`src/rtl/apb_req_arbiter_if.sv`:
```
// Requester-side and APB-master-side signal bundle for apb_req_arbiter.
// master = arbiter view, slave = environment (requesters + APB master) view.
interface apb_req_arbiter_if #(
    parameter int NUM_REQ = 2,
    parameter int AW      = 32,
    parameter int DW      = 32
);
    logic [NUM_REQ-1:0]    req_valid;
    logic [NUM_REQ-1:0]    req_write;
    logic [NUM_REQ*AW-1:0] req_addr;
    logic [NUM_REQ*DW-1:0] req_wdata;
    logic [NUM_REQ-1:0]    req_done;
    logic [DW-1:0]         req_rdata;
    logic [NUM_REQ-1:0]    grant;
    logic                  busy;
    logic                  transfer;
    logic                  write;
    logic [AW-1:0]         addr;
    logic [DW-1:0]         wdata;
    logic                  ready;
    logic [DW-1:0]         rdata;

    modport master (
        input  req_valid, req_write, req_addr, req_wdata, ready, rdata,
        output req_done, req_rdata, grant, busy, transfer, write, addr, wdata
    );

    modport slave (
        output req_valid, req_write, req_addr, req_wdata, ready, rdata,
        input  req_done, req_rdata, grant, busy, transfer, write, addr, wdata
    );
endinterface

```
`src/rtl/apb_req_arbiter.sv`:
```
// Round-robin arbiter sharing one APB master among NUM_REQ requesters.
// Define APB_ARB_FIXED_PRIO_EN for fixed priority (lowest index wins).
module apb_req_arbiter #(
    parameter int NUM_REQ = 2,
    parameter int AW      = 32,
    parameter int DW      = 32
) (
    input  logic                PCLK,
    input  logic                PRESET,
    apb_req_arbiter_if.master   bus
);
    localparam int IW = (NUM_REQ > 1) ? $clog2(NUM_REQ) : 1;
    localparam logic [NUM_REQ-1:0] ONE = NUM_REQ'(1);

    typedef enum logic [1:0] {IDLE, ISSUE, WAIT, DONE} state_e;

    state_e               state_q, state_d;
    logic [NUM_REQ-1:0]   grant_q, grant_d;
    logic [NUM_REQ-1:0]   done_q, done_d;
    logic                 transfer_q, transfer_d;
    logic                 write_q, write_d;
    logic [AW-1:0]        addr_q, addr_d;
    logic [DW-1:0]        wdata_q, wdata_d;
    logic [DW-1:0]        rdata_q, rdata_d;
    logic [IW-1:0]        win;
    logic                 any;

`ifdef APB_ARB_FIXED_PRIO_EN
    always_comb begin
        win = '0;
        any = 1'b0;
        // Descending scan: the last hit is the lowest index.
        for (int i = NUM_REQ - 1; i >= 0; i--) begin
            if (bus.req_valid[IW'(i)]) begin
                win = IW'(i);
                any = 1'b1;
            end
        end
    end
`else
    logic [IW-1:0] last_q, last_d;

    always_comb begin : rr_pick
        int idx;
        idx = 0;
        win = '0;
        any = 1'b0;
        // Scan offsets from far to near so the nearest one after last_q wins.
        for (int k = NUM_REQ; k >= 1; k--) begin
            idx = int'(last_q) + k;
            if (idx >= NUM_REQ) idx = idx - NUM_REQ;
            if (bus.req_valid[IW'(idx)]) begin
                win = IW'(idx);
                any = 1'b1;
            end
        end
    end

    always_ff @(posedge PCLK or posedge PRESET) begin
        if (PRESET) last_q <= IW'(NUM_REQ - 1);
        else        last_q <= last_d;
    end
`endif

    always_comb begin
        state_d    = state_q;
        grant_d    = grant_q;
        done_d     = done_q;
        transfer_d = 1'b0;
        write_d    = write_q;
        addr_d     = addr_q;
        wdata_d    = wdata_q;
        rdata_d    = rdata_q;
`ifndef APB_ARB_FIXED_PRIO_EN
        last_d     = last_q;
`endif
        case (state_q)
            IDLE: if (any) begin
                grant_d    = ONE << win;
                transfer_d = 1'b1;
                write_d    = bus.req_write[win];
                addr_d     = bus.req_addr[win*AW +: AW];
                wdata_d    = bus.req_wdata[win*DW +: DW];
`ifndef APB_ARB_FIXED_PRIO_EN
                last_d     = win;
`endif
                state_d    = ISSUE;
            end
            ISSUE: state_d = WAIT;
            WAIT: if (bus.ready) begin
                rdata_d = bus.rdata;
                done_d  = grant_q;
                state_d = DONE;
            end
            // One dead cycle lets the requester drop valid before IDLE samples it.
            DONE: begin
                done_d  = '0;
                grant_d = '0;
                state_d = IDLE;
            end
            default: state_d = IDLE;
        endcase
    end

    always_ff @(posedge PCLK or posedge PRESET) begin
        if (PRESET) begin
            state_q    <= IDLE;
            grant_q    <= '0;
            done_q     <= '0;
            transfer_q <= 1'b0;
            write_q    <= 1'b0;
            addr_q     <= '0;
            wdata_q    <= '0;
            rdata_q    <= '0;
        end else begin
            state_q    <= state_d;
            grant_q    <= grant_d;
            done_q     <= done_d;
            transfer_q <= transfer_d;
            write_q    <= write_d;
            addr_q     <= addr_d;
            wdata_q    <= wdata_d;
            rdata_q    <= rdata_d;
        end
    end

    assign bus.grant     = grant_q;
    assign bus.req_done  = done_q;
    assign bus.req_rdata = rdata_q;
    assign bus.transfer  = transfer_q;
    assign bus.write     = write_q;
    assign bus.addr      = addr_q;
    assign bus.wdata     = wdata_q;
    assign bus.busy      = (state_q != IDLE);
endmodule

```
`src/flat_wrapper.sv`:
```
// flat-port wrapper written by rule: the top's interface ports become plain ports
module apb_req_arbiter_flat 
#(
    parameter int NUM_REQ = 2,
    parameter int AW      = 32,
    parameter int DW      = 32
)
  (PCLK, PRESET, bus_req_valid, bus_req_write, bus_req_addr, bus_req_wdata, bus_ready, bus_rdata, bus_req_done, bus_req_rdata, bus_grant, bus_busy, bus_transfer, bus_write, bus_addr, bus_wdata);
  apb_req_arbiter_if #(.NUM_REQ(NUM_REQ), .AW(AW), .DW(DW)) bus_i ();
  input  logic PCLK;
  input  logic PRESET;
  input wire logic [$bits(bus_i.req_valid)-1:0] bus_req_valid;
  input wire logic [$bits(bus_i.req_write)-1:0] bus_req_write;
  input wire logic [$bits(bus_i.req_addr)-1:0] bus_req_addr;
  input wire logic [$bits(bus_i.req_wdata)-1:0] bus_req_wdata;
  input wire logic [$bits(bus_i.ready)-1:0] bus_ready;
  input wire logic [$bits(bus_i.rdata)-1:0] bus_rdata;
  output wire logic [$bits(bus_i.req_done)-1:0] bus_req_done;
  output wire logic [$bits(bus_i.req_rdata)-1:0] bus_req_rdata;
  output wire logic [$bits(bus_i.grant)-1:0] bus_grant;
  output wire logic [$bits(bus_i.busy)-1:0] bus_busy;
  output wire logic [$bits(bus_i.transfer)-1:0] bus_transfer;
  output wire logic [$bits(bus_i.write)-1:0] bus_write;
  output wire logic [$bits(bus_i.addr)-1:0] bus_addr;
  output wire logic [$bits(bus_i.wdata)-1:0] bus_wdata;
  assign bus_i.req_valid = bus_req_valid;
  assign bus_i.req_write = bus_req_write;
  assign bus_i.req_addr = bus_req_addr;
  assign bus_i.req_wdata = bus_req_wdata;
  assign bus_i.ready = bus_ready;
  assign bus_i.rdata = bus_rdata;
  assign bus_req_done = bus_i.req_done;
  assign bus_req_rdata = bus_i.req_rdata;
  assign bus_grant = bus_i.grant;
  assign bus_busy = bus_i.busy;
  assign bus_transfer = bus_i.transfer;
  assign bus_write = bus_i.write;
  assign bus_addr = bus_i.addr;
  assign bus_wdata = bus_i.wdata;
  apb_req_arbiter #(.NUM_REQ(NUM_REQ), .AW(AW), .DW(DW)) u_core (.PCLK(PCLK), .PRESET(PRESET), .bus(bus_i));
endmodule
```
`config.mk`:
```
export PLATFORM = sky130hd
export DESIGN_NAME = apb_req_arbiter_flat
export DESIGN_NICKNAME = d
export VERILOG_FILES = /design/src/rtl/apb_req_arbiter_if.sv /design/src/rtl/apb_req_arbiter.sv /design/src/flat_wrapper.sv
export SDC_FILE = /design/constraint.sdc
export NUM_CORES = 1
export LEC_CHECK = 0
export ABC_AREA = 1
export CORE_MARGIN = 2
export CORE_UTILIZATION = 25
export CTS_CLUSTER_SIZE = 10
export DETAILED_ROUTE_END_ITERATION = 10
export GPL_ROUTABILITY_DRIVEN = 0
export GPL_TIMING_DRIVEN = 0
export SYNTH_ARGS = -nofsm -noshare
export SYNTH_HDL_FRONTEND = slang
export SYNTH_SLANG_ARGS = --single-unit
```
`constraint.sdc`:
```
create_clock -name PCLK -period 5 [get_ports PCLK]
set_input_delay 0.75 -clock PCLK [delete_from_list [all_inputs] [get_ports PCLK]]
set_output_delay 0.75 -clock PCLK [all_outputs]
set_load 0.02 [all_outputs]
```
# After elaboration in Yosys (flattened, before gate mapping)
# Index checks and enable logic that the tools add are counted.
[op_classes] div_mod_pow=0 mux=21 n_mul=0 reduce_logical=9 order_cmp=5 shifts=3 bitwise_logic=0 eq_ne=5 n_addsub=4
[op_table] op="$shiftx 64x7->32" n=2
[op_table] op="$mux 1" n=14
[op_table] op="$reduce_and 2->1" n=5
[op_table] op="$mux 2" n=4
[op_table] op="$pmux 2 s2" n=2
[op_table] op="$pmux 2 s4" n=1
[op_table] op="$lt 1x3->1 const B" n=2
[op_table] op="$reduce_bool 2->1" n=3
[op_table] op="$eq 2x2->1 const B" n=2
[op_table] op="$add 1x2->3 const B" n=1
[op_table] op="$ge 3x2->1 const B" n=1
[op_table] op="$add 1x1->2 const B" n=1
[op_table] op="$eq 2x1->1 const B" n=1
[op_table] op="$ge 2x2->1 const B" n=1
[op_table] op="$logic_not 2->1" n=1
[op_table] op="$lt 1x2->1 const B" n=1
[op_table] op="$ne 2x1->1 const B" n=1
[op_table] op="$ne 2x2->1 const B" n=1
[op_table] op="$shl 1x1->2 const A" n=1
[op_table] op="$sub 1x1->1 const B" n=2
[word_totals] elab_cells=56 mem_bits_rw=0 ff_bits=105 rom_bits=0 out_inout_bits=103 latch_bits=0 memories=0

# Longest topological paths before layout
[logic_depth] ltp_word=11 ltp_mapped=8 depth_no_buf=6

# Least setup slack after synthesis
# OpenSTA, ideal clock, no wires.
[synth_timing] path_kind="register to output" startpoint="reg u_core.state_q[0]" endpoint="out bus_busy" slack_ns=3.449 arrival_time_ns=0.801 required_ns=4.250 path_stages_with_launch=4 path_cell_list="dfrtp_1 inv_1 ha_1 inv_1"
[synth_via] elab_chain_len=1
[synth_rtl] element="start, declared" line="apb_req_arbiter.sv:17" text="state_e state_q, state_d;"
[synth_rtl] element="start signal, assigned" line="apb_req_arbiter.sv:116" text="state_q <= state_d;"
[synth_rtl] element="$reduce_bool 2->1" line="apb_req_arbiter.sv:134" text="assign bus.busy = (state_q != IDLE);"
[synth_rtl] element="end, declared" line="flat_wrapper.sv:21" text="output wire logic [$bits(bus_i.busy)-1:0] bus_busy;"
# No other way between the ends.

# Final worst setup path
[layout_timing] startpoint="reg u_core.state_q[1]" endpoint="out bus_busy"
# The elaborated chain is that of the path after synthesis.

==> impl_metrics.yaml <==
flow_run:
  maxCapViolCount: 0
global_route:
  grt_pass1_wl_um: 26800
  busiest_layer: "met2"
  use_met1_pct: 19.2
  grt_use_met2_pct: 25.8
  grt_pass1_vias: 5099
  grt_usage_pct: 15.7
  antenna_found_initial: 0
  grt_max_degree: 58
  grt-ovfl-total: 0
  use_met3_pct: 6.09
critical_path:
  cpMaxStageDelayCell: "clkdlybuf4s50_1"
  r2r-end: "u_core.bus.addr[25]$_DFFE_PP0P_"
  cp_slowest_stage_delay_ns: 0.63
  regToRegSetupSlack_ns: 3.27
  crit_path_frequent_cell: "inv_1"
  cp_max_fo: 4
  required_ns: 4.25
  worstSetupPathType: "reg -> out"
  startpoint: "u_core.state_q[1]$_DFFE_PP0P_"
  start_kind: "flop"
  worstReg2RegStart: "u_core.state_q[1]$_DFFE_PP0P_"
  critPathArrivalTime_ns: 1.79
  crit_chain: "inv_1, ha_1, inv_1, clkdlybuf4s50_1"
  rr_worst_depth: 7
  endpoint_kind: "output port"
  cp-endpoint: "bus_busy"
clock_tree:
  insertion_delay_ns: 0.35
  clockBufferDepth: 2
  cts_root_buf: "clkbuf_16"
  holdBufCountCts: 0
  cts_max_level: 3
  cts_tree: "yes"
  cts-resized-gates: 0
  postCtsSetupRepairBufs: 0
  cts_made_buffers: 9
  cts_sinks: 105
  clkTransAtPathRegs_ns: 0.08
routing:
  drt_iter0_drc: 167
  wire_per_inst_um: 13.1
  vias: 5199
  route.detailed.drc: 0
  drt-total-wl_um: 16900
  ant_nets: 0
  drt-pass1-iter-count: 4
  vias_per_cell: 4.03
floorplanning:
  fp.dieArea_mm2: 0.0217
  io_pins: 270
  dieWidth_um: 147
  start_util_pct: 25.4
  core_mm2: 0.0202
  rows: 52
  dieHeight_um: 147
worst_hold_path:
  hold_class: "reg -> reg"
sta:
  slew_viol_final: 0
  period_share_pct: 50.9
  min_period_ns: 2.54
  slew_headroom_pct: 55.5
  worst_slew_pin_slew_ns: 0.668
  fmax_mhz: 393
  finalHoldViolations: 0
  rsz0062_at_grt: "no"
  finalSetupViolCount: 0
  tns_ns: 0
  clock_skew_ns: 0.00632
power:
  clockPowerShare_pct: 15.4
  internal_power_uw: 2670
  p_total_uw: 4570
  p_sw_share_pct: 41.6
  seq_power_share_pct: 31.4
  p_leak_uw: 0.00437
  power_density_mw_per_mm2: 539
  power_frac_comb_pct: 53.2
  switchingPower_uw: 1900
  worst_ir_drop_vdd_mv: 0.290
synthesis:
  yosysSeqAreaShare_pct: 51.2
  yosys_warnings: 0
  yosysUniqueCellTypes: 16
  avgSynthCellArea_um2: 6.97
  ys_seq_elements: 105
  synth_area_mm2: 0.00513
  synth_fp_nets: 907
  syn_inst: 736
place:
  placed_area_mm2: 0.00818
  dp_hpwl_um: 12700
  portBuffers: 268
status:
  status: "complete, no violations"
final_layout:
  final_area_mm2: 0.00847
  utilization_pct: 42.0
  nets: 1187
  drive_gt1_share_pct: 5.09
  n_antenna_cell: 0
  area_delta_synth_final_pct: 65.1
## cells in the mapped netlist
| master | n | area (um2) |
|---|---|---|
| inv_2 | 2 | 7.51 |
| clkbuf_1 | 5 | 18.8 |
| buf_1 | 2 | 7.51 |
| buf_4 | 5 | 37.5 |
| o21ai_1 | 1 | 5.00 |
| inv_1 | 74 | 278 |
| nor2_1 | 130 | 488 |
| clkinv_1 | 1 | 3.75 |
| ha_1 | 4 | 50.1 |
| nand2_1 | 371 | 1390 |
| dfstp_2 | 1 | 26.3 |
| nand3_1 | 10 | 50.1 |
| buf_6 | 5 | 56.3 |
| buf_2 | 18 | 90.1 |
| nand2_2 | 3 | 18.8 |
| dfrtp_1 | 104 | 2600 |
## worst max-delay path: cells and delay by family (launching register included)
kind	cells	cell delay, ns
buffers and inverters	3	0.81
DFF	1	0.41
adders and majority gates	1	0.22
## worst min-delay path by stage
stage / startpoint / end / depth (start not counted)
after global placement: u_core.bus.req_rdata[11]$_DFFE_PP0P_ / u_core.bus.req_rdata[11]$_DFFE_PP0P_ / 2
final: u_core.bus.wdata[18]$_DFFE_PP0P_ / u_core.bus.wdata[18]$_DFFE_PP0P_ / 2
after floorplan: u_core.state_q[0]$_DFFE_PP0P_ / u_core.state_q[0]$_DFFE_PP0P_ / 2
after detailed placement: u_core.bus.addr[23]$_DFFE_PP0P_ / u_core.bus.addr[23]$_DFFE_PP0P_ / 2
after CTS: u_core.bus.addr[23]$_DFFE_PP0P_ / u_core.bus.addr[23]$_DFFE_PP0P_ / 2
after global routing: u_core.bus.write$_DFFE_PP0P_ / u_core.bus.write$_DFFE_PP0P_ / 2
## layer usage
metal / vias up / part of all wire (%)
met5: - / 0
met4: 0 / 1.8
met3: 19 / 9.4
met2: 197 / 46
met1: 2292 / 43
li1: 2691 / -
## stage by stage
step,setup WS [ns],hold slack (ns),cells
CTS,2.43,0.484,1291
floorplan,1.49,0.469,736
detailed placement,2.71,0.464,1275
global route,2.38,0.497,1291
finish,2.46,0.479,1291
global placement,-0.382,0.461,1274
## kinds of logic after synthesis
kind of cell | synth area share, %
compound gates | 0.0974
fa+ha+maj | 0.975
buf+inv | 9.73
flops | 51.2
simple gates | 38.0
## cells in the final DEF (no fill, tap or decap)
| cell | n |
|---|---|
| nand2_1 | 371 |
| clkdlybuf4s50_1 | 268 |
| nor2_1 | 130 |
| dfrtp_1 | 104 |
| inv_1 | 73 |
| buf_2 | 18 |
| nand3_1 | 10 |
| clkbuf_16 | 9 |
| clkbuf_1 | 5 |
| buf_4 | 5 |
| buf_6 | 5 |
| ha_1 | 4 |
| nand2_2 | 3 |
| clkinv_4 | 3 |
| buf_1 | 2 |
| inv_2 | 2 |
| inv_6 | 2 |
| clkinv_1 | 1 |
| inv_4 | 1 |
| o21ai_1 | 1 |
| clkinvlp_4 | 1 |
| clkbuf_8 | 1 |
| buf_16 | 1 |
| dfstp_2 | 1 |
## sequential cells by signal, indices dropped and copies added, names as in the netlist
signal / flops
u_core.bus.write: 1
u_core.bus.req_rdata: 32
u_core.bus.grant: 2
u_core.bus.addr: 32
u_core.state_q: 2
u_core.bus.req_done: 2
u_core.bus.wdata: 32
u_core.last_q: 1
u_core.bus.transfer: 1
## power by group through the flow
stage | clock network, uW | registers, uW | logic (uW)
floorplan | 0 | 1880 | 836
global placement | 0 | 1440 | 2450
detailed placement | 0 | 1450 | 2470
CTS | 733 | 1440 | 2480
global route | 767 | 1490 | 2670
finish | 702 | 1440 | 2430
## final cells by class
| class | count | area (um2) |
|---|---|---|
| buffer | 35 | 210 |
| clock buffer | 10 | 239 |
| clock inverter | 6 | 51.3 |
| fill | 2084 | 11700 |
| inverter | 77 | 292 |
| multi-input combinational | 519 | 2000 |
| sequential | 105 | 2630 |
| tap | 270 | 338 |
| timing repair buffer | 269 | 2710 |
No activity file was read; power rests on OpenSTA's default activity.
